File: src/rtl/snn_pkg.sv
// Shared types and helpers for the fully-connected spiking layer engine.
// Holds the state encoding, the saturation helper and the default layer shapes.
package snn_pkg;

    typedef enum logic [2:0] {
        ST_IDLE  = 3'd0,
        ST_MAC   = 3'd1,
        ST_DRAIN = 3'd2,
        ST_WRITE = 3'd3,
        ST_DONE  = 3'd4
    } layer_state_t;

    // Hidden layer: 784 binary pixels into 32 neurons.
    localparam int HID_N_IN   = 784;
    localparam int HID_N_OUT  = 32;
    localparam int HID_IN_W   = 1;
    localparam int HID_ACC_W  = 20;
    localparam int HID_SHIFT  = 0;
    localparam int HID_RELU   = 1;

    // Classifier layer: 32 hidden activations into 10 digits.
    localparam int CLS_N_IN   = 32;
    localparam int CLS_N_OUT  = 10;
    localparam int CLS_IN_W   = 8;
    localparam int CLS_ACC_W  = 20;
    localparam int CLS_SHIFT  = 0;
    localparam int CLS_RELU   = 0;

    localparam int DEF_W_W    = 8;
    localparam int DEF_OUT_W  = 8;

    // Clamp a signed value into the range of a signed number of the given width.
    function automatic logic signed [63:0] sat_signed(input logic signed [63:0] value,
                                                      input int width);
        logic signed [63:0] hi;
        logic signed [63:0] lo;
        hi = (64'sd1 <<< (width - 1)) - 64'sd1;
        lo = -(64'sd1 <<< (width - 1));
        if (value > hi) begin
            return hi;
        end else if (value < lo) begin
            return lo;
        end
        return value;
    endfunction

endpackage

File: src/rtl/snn_sat_relu.sv
// Output stage for one neuron: arithmetic shift, signed saturation and optional ReLU.
// Purely combinational so the result is ready in the same cycle the accumulator settles.
module snn_sat_relu
    import snn_pkg::*;
#(
    parameter int ACC_W = 20,
    parameter int SHIFT = 0,
    parameter int OUT_W = 8,
    parameter int RELU  = 1
) (
    input  logic signed [ACC_W-1:0] i_acc,
    output logic signed [OUT_W-1:0] o_data
);

    logic signed [ACC_W-1:0] w_shifted;

    assign w_shifted = i_acc >>> SHIFT;

    // After saturation the value fits OUT_W, so its top bit is the true sign.
    always_comb begin
        o_data = OUT_W'(sat_signed(64'(w_shifted), OUT_W));
        if (RELU != 0 && o_data[OUT_W-1]) begin
            o_data = '0;
        end
    end

endmodule

File: src/rtl/snn_fc_layer.sv
// Fully-connected spiking layer: streams inputs and weights, accumulates per neuron,
// writes each saturated result and keeps a running argmax across the layer.
module snn_fc_layer
    import snn_pkg::*;
#(
    parameter int N_IN  = 784,
    parameter int N_OUT = 32,
    parameter int IN_W  = 1,
    parameter int W_W   = 8,
    parameter int ACC_W = 20,
    parameter int SHIFT = 0,
    parameter int OUT_W = 8,
    parameter int RELU  = 1,
    localparam int IA_W = (N_IN > 1) ? $clog2(N_IN) : 1,
    localparam int WA_W = (N_IN * N_OUT > 1) ? $clog2(N_IN * N_OUT) : 1,
    localparam int OA_W = (N_OUT > 1) ? $clog2(N_OUT) : 1
) (
    input  logic                    clk,
    input  logic                    rst_n,
    input  logic                    start,
    output logic [IA_W-1:0]         in_addr,
    input  logic [IN_W-1:0]         in_q,
    output logic [WA_W-1:0]         w_addr,
    input  logic signed [W_W-1:0]   w_q,
    output logic [OA_W-1:0]         out_addr,
    output logic signed [OUT_W-1:0] out_data,
    output logic                    out_we,
    output logic                    busy,
    output logic                    done,
    output logic [OA_W-1:0]         max_idx,
    output logic signed [OUT_W-1:0] max_val,
    output layer_state_t            dbg_state
);

    layer_state_t            r_state;
    logic [IA_W-1:0]         r_i;
    logic [OA_W-1:0]         r_n;
    logic [WA_W-1:0]         r_w_addr;
    logic signed [ACC_W-1:0] r_acc;
    logic [OA_W-1:0]         r_max_idx;
    logic signed [OUT_W-1:0] r_max_val;

    logic signed [ACC_W-1:0] w_term;
    logic signed [OUT_W-1:0] w_sat;
    logic                    w_acc_en;

    generate
        if (IN_W == 1) begin : g_binary
            assign w_term = in_q[0] ? ACC_W'(w_q) : '0;
        end else begin : g_multibit
            logic signed [IN_W+W_W:0] w_prod;
            assign w_prod = $signed({1'b0, in_q}) * w_q;
            assign w_term = ACC_W'(w_prod);
        end
    endgenerate

    // Memory data trails the address by one cycle, so the pair for address r_i-1 is on the bus.
    assign w_acc_en = ((r_state == ST_MAC) && (r_i != '0)) || (r_state == ST_DRAIN);

    snn_sat_relu #(
        .ACC_W (ACC_W),
        .SHIFT (SHIFT),
        .OUT_W (OUT_W),
        .RELU  (RELU)
    ) u_sat_relu (
        .i_acc  (r_acc),
        .o_data (w_sat)
    );

    always_ff @(posedge clk or negedge rst_n) begin
        if (!rst_n) begin
            r_state   <= ST_IDLE;
            r_i       <= '0;
            r_n       <= '0;
            r_w_addr  <= '0;
            r_acc     <= '0;
            r_max_idx <= '0;
            r_max_val <= '0;
        end else begin
            if (w_acc_en) begin
                r_acc <= r_acc + w_term;
            end
            case (r_state)
                ST_IDLE: begin
                    if (start) begin
                        r_state  <= ST_MAC;
                        r_i      <= '0;
                        r_n      <= '0;
                        r_w_addr <= '0;
                        r_acc    <= '0;
                    end
                end
                ST_MAC: begin
                    if (r_i == IA_W'(N_IN - 1)) begin
                        r_state <= ST_DRAIN;
                    end else begin
                        r_i      <= r_i + 1'b1;
                        r_w_addr <= r_w_addr + 1'b1;
                    end
                end
                ST_DRAIN: begin
                    r_state <= ST_WRITE;
                end
                ST_WRITE: begin
                    // Strict compare keeps the lowest index on ties.
                    if (r_n == '0 || w_sat > r_max_val) begin
                        r_max_idx <= r_n;
                        r_max_val <= w_sat;
                    end
                    if (r_n == OA_W'(N_OUT - 1)) begin
                        r_state <= ST_DONE;
                    end else begin
                        r_state  <= ST_MAC;
                        r_n      <= r_n + 1'b1;
                        r_i      <= '0;
                        r_w_addr <= r_w_addr + 1'b1;
                        r_acc    <= '0;
                    end
                end
                ST_DONE: begin
                    r_state <= ST_IDLE;
                end
                default: begin
                    r_state <= ST_IDLE;
                end
            endcase
        end
    end

    assign in_addr   = r_i;
    assign w_addr    = r_w_addr;
    assign out_addr  = r_n;
    assign out_we    = (r_state == ST_WRITE);
    assign out_data  = out_we ? w_sat : '0;
    assign busy      = (r_state != ST_IDLE);
    assign done      = (r_state == ST_DONE);
    assign max_idx   = r_max_idx;
    assign max_val   = r_max_val;
    assign dbg_state = r_state;

endmodule

File: config.mk
export PLATFORM = sky130hd
export DESIGN_NAME = snn_fc_layer
export DESIGN_NICKNAME = d
export VERILOG_FILES = /design/src/rtl/snn_pkg.sv /design/src/rtl/snn_sat_relu.sv /design/src/rtl/snn_fc_layer.sv
export SDC_FILE = /design/constraint.sdc
export NUM_CORES = 1
export LEC_CHECK = 0
export ABC_AREA = 1
export BUFFER_PORTS_ARGS = -buffer_cell sky130_fd_sc_hd__buf_2
export CORE_MARGIN = 2
export CORE_UTILIZATION = 50
export DETAILED_ROUTE_END_ITERATION = 16
export PLACE_DENSITY = 0.68
export SLEW_MARGIN = 20
export SYNTH_ARGS = -nofsm -noshare
export SYNTH_HDL_FRONTEND = slang
export SYNTH_SLANG_ARGS = --single-unit
export TNS_END_PERCENT = 50
File: constraint.sdc
create_clock -name clk -period 4 [get_ports clk]
set_input_delay 0.4 -clock clk [delete_from_list [all_inputs] [get_ports clk]]
set_output_delay 0.4 -clock clk [all_outputs]
set_load 0.02 [all_outputs]
==> results of run 1 <==
==> cell families (layout without fill, tap and decap cells) <==
family | count (synthesis) | count (layout) | share of synthesized area
flops | 65 | 65 | 0.354
compound gates | 109 | 109 | 0.137
simple gates | 289 | 289 | 0.291
other cells | 1 | 2 | 0.000817
xor+xnor | 16 | 16 | 0.0305
buf+inv | 106 | 174 | 0.0978
fa+ha+maj | 32 | 32 | 0.0888
==> power by group through the flow <==
| stage | Sequential (uW) | Clock (uW) | Combinational [uW] |
|---|---|---|---|
| after global placement | 1180 | 0 | 2400 |
| after floorplan | 1290 | 0 | 1760 |
| after CTS | 1180 | 604 | 2450 |
| after detailed placement | 1190 | 0 | 2430 |
| after global routing | 1220 | 631 | 2770 |
| final | 1180 | 593 | 2440 |
==> flip-flops by register name (all words and copies together), names as in the netlist <==
register and cells:
dbg_state 3, max_idx 5, max_val 7, r_acc 20, in_addr 10, w_addr 15, out_addr 5
==> worst max-delay path by stage <==
| stage | start | endpoint | depth (start not counted) |
|---|---|---|---|
| floorplan | in_q | r_acc[19] | 14 |
| global placement | r_acc[7] | max_val[4] | 17 |
| detailed placement | r_acc[7] | max_val[0] | 21 |
| CTS | r_acc[7] | max_idx[3] | 21 |
| global route | r_acc[7] | max_val[4] | 21 |
| finish | r_acc[7] | max_idx[3] | 21 |
==> routing by layer <==
layer / up-vias / global-route usage / wire (um)
met5: - / 0 / 0
met4: 0 / 0.0759 / 162
met3: 15 / 0.0341 / 454
met2: 88 / 0.389 / 5110
met1: 1960 / 0.327 / 5360
li1: 2155 / - / -
==> layout make-up <==
type | instances | area (um2) | area share
Clock buffer | 12 | 155 | 0.0300
Timing Repair Buffer | 67 | 338 | 0.0653
Inverter | 91 | 344 | 0.0666
Multi-Input combinational cell | 448 | 2520 | 0.487
Sequential cell | 65 | 1630 | 0.315
Tap cell | 108 | 135 | 0.0261
Clock inverter | 4 | 51.3 | 0.00992
==> per-stage QoR <==
stage | utilization | power (uW) | setup slack (ps)
after global placement | 0.564 | 3580 | 1180
after global routing | 0.587 | 4610 | 819
after detailed placement | 0.564 | 3620 | 1180
final | 0.587 | 4210 | 1160
after floorplan | - | 3050 | 1690
after CTS | 0.587 | 4230 | 1150
==> cells in the final DEF, fill, tap and decap left out, drive strengths merged, types with 2 or more instances in the layout <==
master,n
a21o,3
a21oi,44
buf,67
clkbuf,12
clkinv,2
conb,2
dfrtp,65
ha,31
inv,91
nand2,136
nand3,38
nand4,11
nor2,76
nor3,16
nor3b,2
nor4,5
o211ai,4
o21a,6
o21ai,37
o22ai,4
o31ai,3
or2,3
xnor2,2
xor2,14
==> cell usage after synthesis, types with 2 or more instances <==
library cell,n
nand4_1,11
a21oi_1,43
ha_1,31
or2_2,3
xor2_1,14
a21o_1,3
o22ai_1,4
o21a_1,6
inv_2,6
nor2_8,2
nor3_1,16
nand2_4,4
nand3_1,37
nand2_1,126
o21ai_1,10
nor2_2,4
nand2_2,6
o211ai_1,4
nor4_1,3
inv_1,84
o31ai_1,3
buf_2,6
o21ai_0,26
dfrtp_1,65
buf_4,5
nor3b_1,2
buf_6,3
xnor2_1,2
nor2_1,69
==> critical path: stages (launching register included) <==
cell,delay [ps]
dfrtp_1,460
nor2_1,100
and2_0,190
nand2_1,100
nand2_2,90
inv_1,80
a21oi_1,230
inv_1,90
ha_1,310
nand2_1,50
inv_1,40
nand2_1,40
inv_1,60
nand2_1,50
nand2_1,50
nand2_1,40
nand2_1,50
nand2_1,70
nand2_2,210
nand2_2,220
nand2_1,110
nand2_1,50
==> flow_summary.toml, run 1 <==
[status]
status = "finished clean"

[critical_path]
worstReg2RegStart = "r_acc[7]"
cp.arrival_ps = 3070
worstPathMaxFanout = 13
rr_worst_depth = 21
r2r_end = "max_idx[3]"
end_kind = "flip-flop"
ff2ff_setup_slack_ps = 1160
cp-start-kind = "flip-flop"
crit_required_ps = 4230
worstSetupPathType = "reg2reg"

[clocking]
clk_pin_slew_ps = 80
cts_setup_buffers = 0
clockBufferDepth = 2
h-tree-depth = 3
clock-sinks = 65
cts-root-buf = "clkbuf_8"
numCtsBuffers = 9
ctsResizeCount = 0
clk_latency_ps = 350
cts_tree = "built"
hold_buffers = 0

[place]
placed_cell_area_um2 = 4960
portBuffers = 66
routabilityCongestion = 0.972
dp.cells = 779
dp_hpwl_mm = 8.43

[power]
clkPwrFrac = 0.141
power.density_nw_per_um2 = 815
p_seq_frac = 0.281
comb_power_share = 0.579
p_int_uw = 2040
irDropWorstVdd_mv = 0.324
p_sw_uw = 2170
switching_share = 0.516
p_leak_uw = 0.00272

[routing]
via_per_inst = 5.31
wl_per_cell_um = 13.9
detail-route-antenna-nets = 0
drc_errors = 0
first_pass_iters = 4
wl_mm = 11.1
drtIter0Drc = 210
vias = 4218

[global_routing]
grt_use_total = 0.237
overflow = 0
grt_pass1_wl_mm = 19.0
grt_max_degree = 38
grt_pass1_vias = 3985
antenna_found_initial = 0

[synth]
synth.avg_cell_area_um2 = 7.43
yosysTopAreaCell = "dfrtp_1"
syn-instance-count = 618
netlist_area_um2 = 4590
synth_edf_count = 0
ys.warnings.count = 0
yosysUniqueCellTypes = 49
async_flop_share = 1.00
ys_ff_latch = 65
synth.top_cell.area_share = 0.354
netlist_top_cells_area = "dfrtp_1, nand2_1, ha_1"
synthFlopType = "dfrtp_1"
yosysSeqAreaShare = 0.354

[timing]
skew_ps = 12.9
setup-tns-final_ps = 0
fin_crit_sh = 0.710
period_needed_ps = 2840
setup_violations = 0
hold_viol = 0
slew_violations = 0
fmax_mhz = 352
holdWs_ps = 167
rsz0062_at_grt = "no"
slew_headroom = 0.418
tightest_slew_ps = 874

[hold_path]
hold_path_class = "in2async"

[finish]
final_net_count = 726
layout.cells.non_filler = 795
n_antenna_cell = 0
areaGrowthSynthToFinish_pct = 12.6
drive_gt1_frac = 0.167
final_area_um2 = 5170
fillers = 840

[flow_run]
drv_cap = 0

[floorplanning]
die_h_um = 99.8
dieWidth_um = 99.8
rows = 34
initial_core_util = 0.521
pin_count = 69
coreArea_um2 = 8810
dieArea_um2 = 9970
(Power assumes the default switching activity.)
==> run 2, diff against run 1 <==
--- a/config.mk
+++ b/config.mk
@@ -10,7 +10,7 @@
 export CORE_MARGIN = 2
 export CORE_UTILIZATION = 50
 export DETAILED_ROUTE_END_ITERATION = 16
-export PLACE_DENSITY = 0.68
+export PLACE_DENSITY = 0.71
 export SLEW_MARGIN = 20
 export SYNTH_ARGS = -nofsm -noshare
 export SYNTH_HDL_FRONTEND = slang
==> constraint.sdc (replaced) <==
create_clock -name clk -period 2.4 [get_ports clk]
set_input_delay 0.24 -clock clk [delete_from_list [all_inputs] [get_ports clk]]
set_output_delay 0.24 -clock clk [all_outputs]
set_load 0.02 [all_outputs]
==> flow_summary.toml, run 2 (synthesis results as in run 1) <==
[status]
status = "finished, violations left"
violations = "setup timing"

[finish]
drive_gt1_frac = 0.282
top_register = "r_acc"
largest_register_ffs = 20
fillers = 733
areaGrowthSynthToFinish_pct = 27.5
n_antenna_cell = 0
multi_input_area_um2 = 2690
layout_common_cells = "nand2_1, inv_1, nor2_1, buf_4, buf_2"
final_net_count = 798
register_area_um2 = 1630
final_common_cell = "nand2_1"

[critical_path]
crit_required_ps = 2640
cp-startpoint = "r_acc[17]"
r2r_end = "max_val[1]"
cp_top_family = "simple AND/OR/NAND/NOR gates"
crit_slowest_cell = "dfrtp_1"
cp.arrival_ps = 2750
rr_worst_depth = 17
path_cells = "nor2_1, nand2_1, nor2_2, nand2_1, nand2_2, inv_4, a21oi_1, inv_1, ha_1, inv_1, nor2_1, nand4_1, nand2_2, nand2_4, buf_6, nand3_2, nand2_1"
cpPeakStageDelay_ps = 400
cp_common_cell = "nand2_1"
cp-start-kind = "flip-flop"
worstSetupPathType = "reg2reg"
worstPathMaxFanout = 7
ff2ff_setup_slack_ps = -110
critPathBufInv = 4
end_kind = "flip-flop"
worstReg2RegStart = "r_acc[17]"

[hold_path]
min_to = "dbg_state[0]"
min_path_cells = 5
hp-start = "start"
hold_path_class = "in2reg"

[place]
portBuffers = 66
routabilityCongestion = 0.941
dp_hpwl_mm = 8.75
pre_cts_ws_ps = -157

[routing]
first_pass_iters = 5
drtIter0Drc = 203
detail-route-antenna-nets = 0
wl_mm = 12.2
wl_per_cell_um = 14.1
drc_errors = 0
vias = 4621
via_per_inst = 5.34

[floorplanning]
dieArea_um2 = 9970
rows = 34
die_h_um = 99.8
coreArea_um2 = 8810
pin_count = 69
dieWidth_um = 99.8
initial_core_util = 0.521

[power]
irDropWorstVdd_mv = 0.552
p_leak_uw = 0.00307
power.density_nw_per_um2 = 1400

[global_routing]
grt_pass1_wl_mm = 20.7
grt_pass1_vias = 4401
grt_use_total = 0.259
grt_max_degree = 44
antenna_found_initial = 0
overflow = 0

[timing]
hold_viol = 0
slew_headroom = 0.634
slew_violations = 0
skew_ps = 15.4
holdWs_ps = 276
fin_ws_ps = -111
period_needed_ps = 2510
fmax_mhz = 398
setup_violations = 12
tightest_slew_ps = 549
rsz0062_at_grt = "yes"
fin_crit_sh = 1.05

[clocking]
clk_pin_slew_ps = 70
clock-sinks = 65
h-tree-depth = 3
numCtsBuffers = 9
cts_tree = "built"
clockBufferDepth = 2
clk_latency_ps = 350
cts-root-buf = "clkbuf_8"

[flow_run]
drv_cap = 0
## run 2: worst max path at each step
stage / endpoint / cells after the start
final: max_val[1] / 17
after global routing: max_idx[1] / 22
after CTS: max_val[5] / 22
after detailed placement: max_idx[3] / 22
after global placement: max_val[4] / 22
after floorplan: max_idx[0] / 18
## run 2: layout make-up
type | instances | area share
Multi-Input combinational cell | 449 | 0.459
Sequential cell | 65 | 0.278
Timing Repair Buffer | 138 | 0.153
Inverter | 91 | 0.0599
Clock buffer | 12 | 0.0248
Tap cell | 108 | 0.0231
Clock inverter | 3 | 0.00299
## run 2: power breakdown
group          switching [uW]  leakage [uW]  internal, uW
Combinational            3250       0.00215          2220
Sequential                413      0.000840          1520
Clock                     428     0.0000822           395
Total                    4090       0.00307          4130
## run 2: tightest hold or removal path, delay by kind of cell
family	cells	cell delay (ps)
AND/OR/NAND/NOR	2	110
buffers and inverters	3	240
## run 2: per-layer routing
| metal | GRT usage | part of all wire | vias to the layer above |
|---|---|---|---|
| met5 | 0 | 0 | - |
| met4 | 0.0854 | 0.021 | 0 |
| met3 | 0.0432 | 0.048 | 26 |
| met2 | 0.414 | 0.46 | 126 |
| met1 | 0.361 | 0.47 | 2175 |
| li1 | - | - | 2294 |
## run 2: timing repair
action	CTS	global route
gates resized for setup	18	22
setup buffers	23	5
pin swaps	2	15
endpoints found under the setup margin	12	14
cloned	1	0
hold buffers	1	0
endpoints found under the hold margin	22	0
## run 2: stage by stage
| stage | total power (uW) | TNS, ps | util | instances | cell area, um2 |
|---|---|---|---|---|---|
| 3_3_place_gp | 6400 | -654 | 0.601 | 821 | 5290 |
| 3_5_place_dp | 6540 | -1590 | 0.601 | 821 | 5290 |
| 2_1_floorplan | 5080 | 0 | - | 619 | 4600 |
| 4_1_cts | 7860 | -4.67 | 0.650 | 861 | 5720 |
| 6_report | 8220 | -1130 | 0.665 | 866 | 5850 |
| 5_1_grt | 8950 | -2500 | 0.665 | 866 | 5850 |
